===== config.mk =====
export PLATFORM = sky130hd
export DESIGN_NAME = riscv_div_flat
export DESIGN_NICKNAME = d
export VERILOG_FILES = /design/src/rtl/riscv_div_if.sv /design/src/rtl/riscv_div.sv /design/src/flat_wrapper.sv
export SDC_FILE = /design/constraint.sdc
export NUM_CORES = 1
export LEC_CHECK = 0
export CORE_MARGIN = 3
export CORE_UTILIZATION = 55
export DETAILED_ROUTE_END_ITERATION = 6
export GPL_TIMING_DRIVEN = 0
export PLACE_DENSITY = 0.8
export SLEW_MARGIN = 20
export SYNTH_ARGS = -nofsm -noshare
export SYNTH_HDL_FRONTEND = slang
export SYNTH_SLANG_ARGS = --single-unit

===== constraint.sdc =====
create_clock -name clk -period 15.1 [get_ports clk]
set_clock_uncertainty 0.05 [all_clocks]
set_input_delay 3.02 -clock clk [delete_from_list [all_inputs] [get_ports clk]]
set_output_delay 3.02 -clock clk [all_outputs]
set_load 0.03 [all_outputs]

===== src/rtl/riscv_div_if.sv =====
// rtl/riscv_div_if.sv - request/response bundle between execute stage and riscv_div
interface riscv_div_if #(
    parameter int XLEN = 32
);
    logic            start_i;
    logic [1:0]      op_i;
    logic [XLEN-1:0] dividend_i;
    logic [XLEN-1:0] divisor_i;
    logic            flush_i;
    logic            busy_o;
    logic            valid_o;
    logic [XLEN-1:0] result_o;

    modport master (
        output start_i, op_i, dividend_i, divisor_i, flush_i,
        input  busy_o, valid_o, result_o
    );

    modport slave (
        input  start_i, op_i, dividend_i, divisor_i, flush_i,
        output busy_o, valid_o, result_o
    );
endinterface


===== src/rtl/riscv_div.sv =====
// rtl/riscv_div.sv - iterative restoring divider for DIV/DIVU/REM/REMU (optional RISCV_DIV_EARLY_OUT_EN)
module riscv_div #(
    parameter int XLEN = 32
) (
    input  logic         clk,
    input  logic         rst_n,
    riscv_div_if.slave   bus
);
    localparam int CW = $clog2(XLEN);
    localparam logic [XLEN-1:0] ONES    = {XLEN{1'b1}};
    localparam logic [XLEN-1:0] MIN_NEG = {1'b1, {(XLEN-1){1'b0}}};

    typedef enum logic [1:0] {S_IDLE, S_CALC, S_DONE} state_t;

    state_t          state, state_nx;
    logic [CW-1:0]   cnt;
    logic [XLEN-1:0] quo, rem, dvsr;
    logic            is_rem_q, q_neg, r_neg, special;
    logic [XLEN-1:0] special_res;
    logic            accept, finish;

    // Request decode: magnitudes, sign flags and the two architecturally defined corner cases
    logic            in_signed, in_zero, in_ovf, in_special;
    logic [XLEN-1:0] abs_a, abs_b, in_special_res;

    always_comb begin
        in_signed  = ~bus.op_i[0];
        abs_a      = (in_signed && bus.dividend_i[XLEN-1]) ? -bus.dividend_i : bus.dividend_i;
        abs_b      = (in_signed && bus.divisor_i[XLEN-1])  ? -bus.divisor_i  : bus.divisor_i;
        in_zero    = (bus.divisor_i == '0);
        in_ovf     = in_signed && (bus.dividend_i == MIN_NEG) && (bus.divisor_i == ONES);
        in_special = in_zero || in_ovf;
        if (in_zero)
            in_special_res = bus.op_i[1] ? bus.dividend_i : ONES;
        else
            in_special_res = bus.op_i[1] ? '0 : MIN_NEG;
    end

    // One restoring step; rem < dvsr always holds so the 33-bit trial sign is exact
    logic [XLEN:0]   rem_sh, trial;
    logic            trial_ok;
    logic [XLEN-1:0] rem_nx, quo_nx, quo_fix, rem_fix, calc_res;

    always_comb begin
        rem_sh   = {rem, quo[XLEN-1]};
        trial    = rem_sh - {1'b0, dvsr};
        trial_ok = ~trial[XLEN];
        rem_nx   = trial_ok ? trial[XLEN-1:0] : rem_sh[XLEN-1:0];
        quo_nx   = {quo[XLEN-2:0], trial_ok};
        quo_fix  = q_neg ? -quo_nx : quo_nx;
        rem_fix  = r_neg ? -rem_nx : rem_nx;
        if (special)
            calc_res = special_res;
        else
            calc_res = is_rem_q ? rem_fix : quo_fix;
    end

    always_ff @(posedge clk or negedge rst_n) begin
        if (!rst_n)
            state <= S_IDLE;
        else
            state <= state_nx;
    end

    always_comb begin
        state_nx = state;
        accept   = 1'b0;
        finish   = 1'b0;
        case (state)
            S_IDLE: begin
                if (bus.start_i && !bus.flush_i) begin
                    accept = 1'b1;
`ifdef RISCV_DIV_EARLY_OUT_EN
                    state_nx = in_special ? S_DONE : S_CALC;
`else
                    state_nx = S_CALC;
`endif
                end
            end
            S_CALC: begin
                if (bus.flush_i) begin
                    state_nx = S_IDLE;
                end else if (cnt == '0) begin
                    finish   = 1'b1;
                    state_nx = S_DONE;
                end
            end
            S_DONE:  state_nx = S_IDLE;
            default: state_nx = S_IDLE;
        endcase
    end

    always_ff @(posedge clk or negedge rst_n) begin
        if (!rst_n) begin
            cnt         <= '0;
            quo         <= '0;
            rem         <= '0;
            dvsr        <= '0;
            is_rem_q    <= 1'b0;
            q_neg       <= 1'b0;
            r_neg       <= 1'b0;
            special     <= 1'b0;
            special_res <= '0;
            bus.busy_o   <= 1'b0;
            bus.valid_o  <= 1'b0;
            bus.result_o <= '0;
        end else begin
            bus.busy_o  <= (state_nx != S_IDLE);
            bus.valid_o <= (state_nx == S_DONE);
            if (accept) begin
                cnt         <= CW'(XLEN - 1);
                quo         <= abs_a;
                rem         <= '0;
                dvsr        <= abs_b;
                is_rem_q    <= bus.op_i[1];
                q_neg       <= in_signed & (bus.dividend_i[XLEN-1] ^ bus.divisor_i[XLEN-1]);
                r_neg       <= in_signed & bus.dividend_i[XLEN-1];
                special     <= in_special;
                special_res <= in_special_res;
`ifdef RISCV_DIV_EARLY_OUT_EN
                if (in_special)
                    bus.result_o <= in_special_res;
`endif
            end else if (state == S_CALC && !bus.flush_i) begin
                rem <= rem_nx;
                quo <= quo_nx;
                cnt <= cnt - 1'b1;
                if (finish)
                    bus.result_o <= calc_res;
            end
        end
    end
endmodule


===== src/flat_wrapper.sv =====
// flat-port wrapper written by rule: the top's interface ports become plain ports
module riscv_div_flat 
#(
    parameter int XLEN = 32
)
  (clk, rst_n, bus_start_i, bus_op_i, bus_dividend_i, bus_divisor_i, bus_flush_i, bus_busy_o, bus_valid_o, bus_result_o);
  riscv_div_if #(.XLEN(XLEN)) bus_i ();
  input  logic clk;
  input  logic rst_n;
  input wire logic [$bits(bus_i.start_i)-1:0] bus_start_i;
  input wire logic [$bits(bus_i.op_i)-1:0] bus_op_i;
  input wire logic [$bits(bus_i.dividend_i)-1:0] bus_dividend_i;
  input wire logic [$bits(bus_i.divisor_i)-1:0] bus_divisor_i;
  input wire logic [$bits(bus_i.flush_i)-1:0] bus_flush_i;
  output wire logic [$bits(bus_i.busy_o)-1:0] bus_busy_o;
  output wire logic [$bits(bus_i.valid_o)-1:0] bus_valid_o;
  output wire logic [$bits(bus_i.result_o)-1:0] bus_result_o;
  assign bus_i.start_i = bus_start_i;
  assign bus_i.op_i = bus_op_i;
  assign bus_i.dividend_i = bus_dividend_i;
  assign bus_i.divisor_i = bus_divisor_i;
  assign bus_i.flush_i = bus_flush_i;
  assign bus_busy_o = bus_i.busy_o;
  assign bus_valid_o = bus_i.valid_o;
  assign bus_result_o = bus_i.result_o;
  riscv_div #(.XLEN(XLEN)) u_core (.clk(clk), .rst_n(rst_n), .bus(bus_i));
endmodule

Yosys cells after proc, flatten, opt, wreduce, memory -nomap -nowiden

Index checks and enable logic that the tools add are counted.
Widths: inputs -> output; s select.

Equal/unequal tests: 4
Bitwise logic cells: 6
Multiplexer cells: 25
Add/sub/neg operators: 6
Reductions and logical operators: 14

Operator list:

| operator             | number |
|---|---|
| $mux 32              | 14 |
| $neg 32->32          | 4 |
| $eq 32x32->1 const B | 2 |
| $sub 33x32->33       | 1 |
| $logic_not 32->1     | 1 |
| $mux 5               | 2 |
| $logic_and 1x1->1    | 6 |
| $mux 2               | 3 |
| $logic_not 5->1      | 1 |
| $mux 1               | 5 |
| $sub 5x1->5 const B  | 1 |
| $pmux 2 s2           | 1 |
| $reduce_bool 2->1    | 2 |
| $not 1->1            | 3 |
| $reduce_and 3->1     | 1 |
| $and 1x1->1          | 2 |
| $eq 2x1->1 const B   | 1 |
| $eq 2x2->1 const B   | 1 |
| $logic_not 2->1      | 1 |
| $logic_not 1->1      | 1 |
| $logic_or 1x1->1     | 1 |
| $xor 1x1->1          | 1 |

Bits of input ports: 70
Output and inout bits: 34
Bits in registers: 173

Depth between registers and ports, before layout

Gate-level depths: netlist of the first run.

Depth after elaboration: 6
Gate-level depth with buffers: 24
Mapped depth without buffers: 22

Worst setup path before layout of the first run

No wires, ideal clock.

Path type: input -> register
From: input port bus_divisor_i[20]
To: register u_core.special_res[31]
Setup time: 82 ps
Path buffers: 2
Stages: 11
Arrival time: 5549 ps
Path slack: 9419 ps
Cells stage by stage: or4_1 or3_1 or4_1 nor2_1 nand2_1 or4_1 clkbuf_1 clkbuf_1 inv_1 nand2_1 a31oi_1

Cells in the longest elaborated chain, start to end: 2

Ends and longest elaborated chain:

| what                 | line               | source |
|---|---|---|
| from (decl)          | flat_wrapper.sv:13 | `input wire logic [$bits(bus_i.divisor_i)-1:0] bus_divisor_i;` |
| $logic_not 32->1     | riscv_div.sv:30    | `in_zero = (bus.divisor_i == '0);` |
| $mux 32              | riscv_div.sv:33    | `if (in_zero)` |
| to (signal assigned) | riscv_div.sv:119   | `special_res <= in_special_res;` |
| to (decl)            | riscv_div.sv:19    | `logic [XLEN-1:0] special_res;` |

Every way passes these cells.
A chain may end at the register's enable or synchronous reset.

Final worst setup path of the first run

From: input port bus_divisor_i[20]
To: register u_core.special_res[25]

Same word-level chain as after synthesis.

==> results by stage, run 1 <==
Synth:
- Counting flops with a built-in enable in the synthesized netlist gives 0.
- In the synthesized netlist the dominant register cell turns out to be sky130_fd_sc_hd__dfrtp_1.
- During synthesis, Yosys emitted a total of 0 warnings.
- When the netlist entered floorplanning its net count stood at 1714.
- The fraction of synthesized cell area taken by the top area cell type is 33.1%.
- The commonest cells after synthesis are sky130_fd_sc_hd__nand2_1, sky130_fd_sc_hd__o21ai_0, sky130_fd_sc_hd__dfrtp_1, sky130_fd_sc_hd__a21oi_1, sky130_fd_sc_hd__nor2_1.
- The cell area after synthesis is 13100 µm².
- By area the synthesized netlist is led by sky130_fd_sc_hd__dfrtp_1, sky130_fd_sc_hd__o21ai_0, sky130_fd_sc_hd__nand2_1.
- Sequential elements use 33.1% of the synthesized area.
- Synthesis produced 1605 cells.
- The most frequent cell after synthesis is sky130_fd_sc_hd__nand2_1.
- The dominant cell type by area after synthesis is sky130_fd_sc_hd__dfrtp_1.
- The average instance area after synthesis is 8.14 µm².
- The number of library cell types mapped by synthesis is 95.
- Of all flip-flops after synthesis, the portion carrying an async set or reset was 100%.
- The flop and latch count out of synthesis is 173.

STA:
- Setup repair after global routing left no endpoint under its margin.
- The maximum clock rate is 157 MHz.
- The part of the cycle the worst path needs is 42.1%.
- The pin slew with the least headroom to its limit is 0.957 ns.
- Across all hold checks on the routed design, the worst slack comes to 0.419 ns.
- The final setup violation count is 0.
- The minimum period implied by the final worst setup slack is 6.35 ns.
- The normalized max-slew margin is 35.6%.
- The hold violation count in the final report came to 0.
- In the final timing run, aggregate negative setup slack is 0 ns.
- The final-report max-slew violation count came to 0.

Floorplan:
- The number of top-level design ports is 104.
- The die is 160 µm wide.
- The number of standard-cell rows in the floorplan is 55.
- The standard cell core area is 23000 µm².
- The effective utilization at floorplan is 56.8%.
- The die is 160 µm tall.
- The area of the die is 25600 µm².

Worst setup path:
- The largest individual stage delay along the critical path comes from the cell sky130_fd_sc_hd__or4_1.
- The top cell family by delay on the critical path is simple AND/OR/NAND/NOR gates.
- The worst reg2reg path depth is 23.
- The most used cell along the critical path is sky130_fd_sc_hd__or4_1.
- For flop-to-flop paths, the worst setup slack is 8.98 ns.
- The classification of the worst setup path is in -> reg.
- The capture instance of the worst register-to-register path is u_core.bus.result_o[20].
- For the worst setup path, the data required time is 15.39 ns.
- The kind of end point of the critical path is a flop.
- In this run the critical register-to-register path is launched from u_core.rem[8].
- STA classifies the critical path startpoint as a primary input.
- The critical path contains buffers and inverters numbering 3 combined.
- The signal on the critical path passes through clkdlybuf4s50_1 -> or4_1 -> or3_1 -> or4_1 -> nor2_1 -> nand2_1 -> or4_1 -> clkbuf_1 -> clkbuf_1 -> o31ai_1.
- The signal arrival time at the worst endpoint is 6.64 ns.
- In this design, the stage delay of the slowest critical-path cell is 0.58 ns.
- The largest driver fanout on the critical path is 10.

Final layout:
- The share of layout cells above drive strength 1 is 5.51%.
- For this run, the post-layout net count is 1837.
- Relative to the synthesized area, the layout overhead comes to 15.8%.
- Summing all flip-flop and latch instances after layout gives 4330 µm².
- The filler cells instantiated in the layout total 1970.
- The multi-input combinational cells in the finished layout cover a total of 8070 µm².
- The number of antenna diodes in the final layout is 0.

Detailed routing:
- The met2 wirelength from detailed routing is 19400 µm.
- The amount of wire on met3 after detailed routing is 5700 µm.
- The violation count after the first detailed-routing iteration is 1590.
- In the final routing, the length of wire on met1 measures 18800 µm.
- In the routed design, unresolved DRC markers number 0.
- The routed layout has 13.6k vias.
- In the final routed layout, each cell accounts on average for 22.1 µm.
- The first TritonRoute pass finished after 6 iterations.
- After detailed routing, the number of vias per cell comes to 6.60.
- The total wire length after detailed routing is 45300 µm.
- Routed signal wires occupy layers up through met5.
- The number of routed nets with antenna violations is 0.

CTS:
- The H-tree generated during clock tree synthesis spans 4 levels.
- The number of post-CTS setup repair buffers is 0.
- Clock tree synthesis inserted a total of 17 buffers.
- TritonCTS built the clock tree.
- The root buffer cell is sky130_fd_sc_hd__clkbuf_16.
- Once the clock tree was built, the resizer swapped 0 gates to a different size.
- The clock latency on the worst-skew pair is 0.45 ns.
- Buffers inserted to repair hold after CTS numbered 0.
- The maximum number of buffers from clock root to sink is 2.
- For this design, the sink count on the clock tree is 173.
- The clock transition at the registers of the reported paths is 0.08 ns.

GRT:
- Across every metal layer, demand over resource in global routing totals 34.7%.
- Entering global routing, the biggest net connects 101 pins.
- The number of antenna violations at the first check in global routing is 1.
- The first global-routing pass estimated 70300 µm of wire.
- After global routing the overflow that remains totals 0.
- The via count of the first global-routing pass is 12.7k.

Pwr:
- VDD sags by at most 0.157 mV.
- Of the total power, the clock network draws 13.9%.
- The logic gate share of total power is 65.0%.
- The reported net switching power is 1730 µW.
- Dividing total power by cell area gives a power density of 216 nW/µm².
- Sequential cells account for 21.0% of the total power.
- The switching power share of the total is 52.7%.
- Summed over all cells, the static leakage comes to 0.00611 µW.
- Internal power comes to 1550 µW.

Place:
- The final weighted congestion of routability-driven global placement is 1.00.
- Detailed placement ended at an HPWL of 34800 µm.
- Buffers placed on the I/O ports in this run total 103.

Run:
- The max-capacitance violation count is 0.

Worst hold path:
- The depth of the worst hold-timing path is 2.
- The worst min-delay path category is reg -> reg.
- The end of the worst hold path is u_core.bus.result_o[17].
- In this run the most critical hold path is launched from u_core.bus.result_o[17].

Run status:
- The flow ran to the end, and the final reports show no timing, DRC or antenna violations.
## registers in the layout, indices dropped and copies added (netlist names)
name and count:
u_core.rem 32, u_core.special_res 32, u_core.dvsr 32, u_core.state 2
u_core.quo 32, u_core.cnt 5, u_core.special 1, u_core.bus.result_o 32
u_core.bus.busy_o 1, u_core.bus.valid_o 1, u_core.q_neg 1, u_core.is_rem_q 1
u_core.r_neg 1
## cell families (layout without fill, tap and decap cells)
logic type | count (synthesis) | in the layout | synth area share [%]
AOI/OAI and AO/OA | 546 | 546 | 27.0
xor gates and xnor gates | 122 | 122 | 8.18
adders and majority gates | 39 | 39 | 3.79
buffers and inverters | 162 | 298 | 5.16
DFF | 173 | 173 | 33.1
muxes | 32 | 32 | 2.53
and+or+nand+nor | 531 | 531 | 20.2
## worst max-delay path by stage
stage	start	endpoint	slack [ns]	depth (start not counted)
global route	u_core.rem[8]	u_core.bus.result_o[20]	8.52	23
floorplan	bus_divisor_i[20]	u_core.special_res[31]	9.42	11
global placement	rst_n	u_core.bus.valid_o	3.88	1
CTS	bus_divisor_i[0]	u_core.special_res[25]	8.59	12
detailed placement	bus_divisor_i[0]	u_core.special_res[28]	8.18	12
finish	bus_divisor_i[20]	u_core.special_res[25]	8.75	10
## worst register-to-register path, stage by stage, from the launching register on
cell and delay, ns:
sky130_fd_sc_hd__dfrtp_1 0.51, sky130_fd_sc_hd__ha_1 0.29, sky130_fd_sc_hd__buf_2 0.18, sky130_fd_sc_hd__a211oi_1 0.35, sky130_fd_sc_hd__o21bai_1 0.20, sky130_fd_sc_hd__nor2_1 0.25
sky130_fd_sc_hd__a21oi_4 0.13, sky130_fd_sc_hd__a211oi_2 0.41, sky130_fd_sc_hd__nor2_8 0.12, sky130_fd_sc_hd__inv_4 0.08, sky130_fd_sc_hd__buf_6 0.14, sky130_fd_sc_hd__clkbuf_1 0.53
sky130_fd_sc_hd__nor2_1 0.08, sky130_fd_sc_hd__a21oi_1 0.28, sky130_fd_sc_hd__ha_1 0.25, sky130_fd_sc_hd__inv_1 0.10, sky130_fd_sc_hd__a221oi_1 0.24, sky130_fd_sc_hd__and4b_2 0.34
sky130_fd_sc_hd__nand3_1 0.12, sky130_fd_sc_hd__a2bb2o_1 0.40, sky130_fd_sc_hd__o41ai_2 0.25, sky130_fd_sc_hd__xor2_1 0.15, sky130_fd_sc_hd__a221oi_1 0.40, sky130_fd_sc_hd__a21oi_1 0.13
## area by class of cell
type	instances	area share, %
Buffer	97	2.83
Clock buffer	17	2.81
Clock inverter	15	1.14
Inverter	65	1.63
Multi-Input combinational cell	1270	53.3
Sequential cell	173	28.6
Tap cell	313	2.59
Timing Repair Buffer	104	7.03
## per-stage QoR
stage | util [%] | cell area [µm²] | power [µW] | instances | setup WS (ns)
2_1_floorplan | - | 13100 | 2130 | 1605 | 9.42
3_3_place_gp | 63.0 | 14500 | 2690 | 2021 | 3.88
3_5_place_dp | 63.2 | 14500 | 2730 | 2022 | 8.18
4_1_cts | 65.8 | 15100 | 3190 | 2054 | 8.59
5_1_grt | 65.8 | 15100 | 3460 | 2054 | 8.52
6_report | 65.8 | 15100 | 3270 | 2054 | 8.75
## cells in the final DEF (no fill, tap or decap), types with 40 or more instances in the layout
master	count
sky130_fd_sc_hd__nor2b_1	40
sky130_fd_sc_hd__clkdlybuf4s50_1	102
sky130_fd_sc_hd__dfrtp_1	173
sky130_fd_sc_hd__inv_1	64
sky130_fd_sc_hd__o21ai_0	183
sky130_fd_sc_hd__nand2_1	188
sky130_fd_sc_hd__a21oi_1	104
sky130_fd_sc_hd__clkbuf_1	75
sky130_fd_sc_hd__xnor2_1	69
sky130_fd_sc_hd__nor2_1	101
sky130_fd_sc_hd__o31ai_1	54
sky130_fd_sc_hd__xor2_1	53
## metal layers
metal  vias up  global-route usage [%]
li1       6097                       -
met1      6454                    49.2
met2       870                    51.4
met3       142                    10.1
met4         2                    10.8
met5         -                       0
## power groups by stage
stage          Clock [µW]  Sequential (µW)  Combinational [µW]
5_1_grt               474              694                2290
2_1_floorplan           0              641                1490
6_report              456              688                2130
4_1_cts               455              678                2060
3_5_place_dp            0              686                2040
3_3_place_gp            0              681                2010
No activity file was read; power rests on OpenSTA's default activity.
==> inputs of run 2 (changes only) <==
clock period = 6.3 ns   (was 15.1 ns; I/O delays follow)
==> results by stage, run 2 (same netlist as run 1, synthesis figures left out) <==
Place:
- At the end of routability-driven placement, the weighted congestion stood at 1.00.
- The half-perimeter wire length after placement is 34800 µm.
- The post-placement cell count is 2022.
- The post-place setup slack is 0.295 ns.
- The number of buffers added on ports is 103.

CTS:
- The clock passes through at most 2 buffers.
- The clock latency on the worst-skew pair is 0.45 ns.
- TritonCTS built the clock tree.
- The number of levels the H-tree was split into is 4.
- CTS placed an instance of sky130_fd_sc_hd__clkbuf_16 at the clock tree root.
- The number of clock buffers added by TritonCTS is 17.
- Hold repair after CTS inserted 0 buffers.
- The clock drives 173 sinks.
- The number of gates resized after CTS was 0.
- Post-CTS timing repair inserted 0 buffers for setup.
- The clock transition at the registers of the reported paths is 0.08 ns.

GRT:
- The first global-routing pass estimated 70300 µm of wire.
- The overflow left after global routing is 0.
- The maximum number of pins on one net before global-route repair is 101.
- Global routing used 34.7% of the available tracks.
- The via count of the first global-routing pass is 12.7k.
- The number of antenna violations at the first check in global routing is 1.

STA:
- Setup repair after global routing left no endpoint under its margin.
- The part of the cycle the worst path needs is 91.8%.
- The worst path meets setup with 0.516 ns of slack.
- The worst pin sits at a relative slew slack of 35.9%.
- The minimum period implied by the final worst setup slack is 5.78 ns.
- Summed over all failing endpoints, the final setup total negative slack is 0 ns.
- The pin slew with the least headroom to its limit is 0.952 ns.
- The maximum clock rate is 173 MHz.
- Hold timing on the final database bottoms out at a slack of 0.420 ns.
- The final setup violation count is 0.
- The final-report max-slew violation count was 0.
- The hold violation count in the final report is 0.

Run status:
- The final reports fail on DRC.
- The flow ran to the end, but the final reports show violations.

Worst setup path:
- The classification of the worst setup path is reg -> reg.
- The worst setup path is launched from a flop.
- The critical path starts at u_core.quo[31].
- Data arrives at the worst endpoint at 6.04 ns.
- The source of the worst register-to-register timing path is u_core.quo[31].
- In this run the worst path has a maximum fanout of 19.
- STA classifies the critical path endpoint as a flop.
- Data on the critical path is required at its endpoint by 6.56 ns.

Floorplan:
- The height of the chip is 160 µm.
- The die extent in x is 160 µm.
- The initial utilization of the core area, before any placement, comes to 56.8%.
- During I/O placement, the number of pins put on the boundary was 104.
- After floorplanning, the core was divided into 55 placement rows.
- In this run the standard cell core region covers 23000 µm².
- The area of the die is 25600 µm².

Detailed routing:
- Dividing the detail-routed via count by the number of cells gives 6.55.
- Wires add up to 45200 µm.
- The routed via count is 13.4k.
- The length of the first detailed-routing pass in iterations is 7.
- The number of routed nets with antenna violations is 0.
- After detailed routing, the number of remaining DRC violations is 4.
- The violation count after the first detailed-routing iteration is 1764.
- After detailed routing, the average wire length per cell comes to 22.0 µm.

Final layout:
- The signed area change from the synthesized netlist to the final layout is 15.8%.
- After the last flow step, the layout net total stands at 1836.
- The storage element area is 4330 µm².
- Fill cells in the final layout number 1972.
- Of the cells placed in the final design, the portion with a size suffix greater than 1 is 5.52%.
- The multi-input gate area in the final layout is 8070 µm².
- For this run, the number of standard cells in the final layout without fillers is 2053.
- The library cell used most frequently in the layout, excluding fill and tap cells, is sky130_fd_sc_hd__nand2_1.
- The number of diodes added for antenna fixing is 0.
- The library cells used most frequently in the layout, excluding fill and tap cells, are sky130_fd_sc_hd__nand2_1, sky130_fd_sc_hd__o21ai_0, sky130_fd_sc_hd__dfrtp_1, sky130_fd_sc_hd__a21oi_1, sky130_fd_sc_hd__clkdlybuf4s50_1.

Pwr:
- The power per cell area is 517 nW/µm².
- The leakage power total is 0.00611 µW.
- The worst supply voltage drop on vdd is 0.320 mV.

Worst hold path:
- In this run the most critical hold path is launched from u_core.bus.result_o[17].
- The tightest min-delay check is of the reg -> reg type.

Run:
- Across the run, the number of max-cap violations was 0.
## run 2: cell count changes in the layout (fill, tap and decap cells not counted)
cell / change
sky130_fd_sc_hd__clkbuf_1: -1
## run 2: path summary, 6_finish.rpt
path / cells after the start / endpoint / slack [ns]
setup / recovery: 23 / u_core.bus.result_o[20] / 0.52
hold / removal: 2 / u_core.bus.result_o[17] / 0.42
setup reg to reg: 23 / u_core.bus.result_o[20] / 0.52
hold reg to reg: 2 / u_core.bus.result_o[17] / 0.42
max in group asynchronous: 2 / u_core.bus.result_o[25] / 4.58
min in group asynchronous: 1 / u_core.dvsr[18] / 0.72
## run 2: metal layers
layer	track usage, %	up-vias	share of wire [%]
li1	-	6095	-
met1	49.2	6398	42
met2	51.4	825	43
met3	10.1	127	12
met4	10.8	2	3.1
met5	0	-	0.029
## run 2: layout make-up
class | count | share of cell area [%]
clock buffers | 17 | 2.81
repair buffers | 104 | 7.03
inverters | 65 | 1.63
plain buffers | 96 | 2.80
multi-input cells | 1270 | 53.4
well taps | 313 | 2.59
flip-flops and latches | 173 | 28.6
clock inverters | 15 | 1.14
## run 2: per-stage QoR
step,utilization (%),cell area (µm²),total power [µW]
after floorplan,-,13100,5110
after global placement,63.0,14500,6440
after detailed placement,63.2,14500,6540
after CTS,65.8,15100,7660
after global routing,65.8,15100,8300
final,65.8,15100,7820
## run 2: power breakdown
group / internal [µW] / total, µW / switching (µW)
clock: 567 / 1090 / 524
combinational: 1810 / 5090 / 3280
sequential: 1330 / 1640 / 315
total: 3710 / 7820 / 4120
## run 2: worst max-delay path: stages, from the launching register on
cell and delay [ns]:
sky130_fd_sc_hd__dfrtp_1 0.37, sky130_fd_sc_hd__inv_1 0.09, sky130_fd_sc_hd__ha_1 0.22, sky130_fd_sc_hd__fa_1 0.41, sky130_fd_sc_hd__nor2b_1 0.19, sky130_fd_sc_hd__o31a_1 0.33, sky130_fd_sc_hd__o21ai_2 0.18, sky130_fd_sc_hd__a21oi_4 0.25
sky130_fd_sc_hd__a211oi_2 0.16, sky130_fd_sc_hd__nor2_8 0.26, sky130_fd_sc_hd__inv_4 0.05, sky130_fd_sc_hd__buf_6 0.17, sky130_fd_sc_hd__buf_2 0.22, sky130_fd_sc_hd__a21oi_1 0.32, sky130_fd_sc_hd__ha_1 0.25, sky130_fd_sc_hd__inv_1 0.10
sky130_fd_sc_hd__a221oi_1 0.23, sky130_fd_sc_hd__and4b_2 0.33, sky130_fd_sc_hd__nand3_1 0.12, sky130_fd_sc_hd__a2bb2o_1 0.40, sky130_fd_sc_hd__o41ai_2 0.25, sky130_fd_sc_hd__xor2_1 0.15, sky130_fd_sc_hd__a221oi_1 0.41, sky130_fd_sc_hd__a21oi_1 0.13
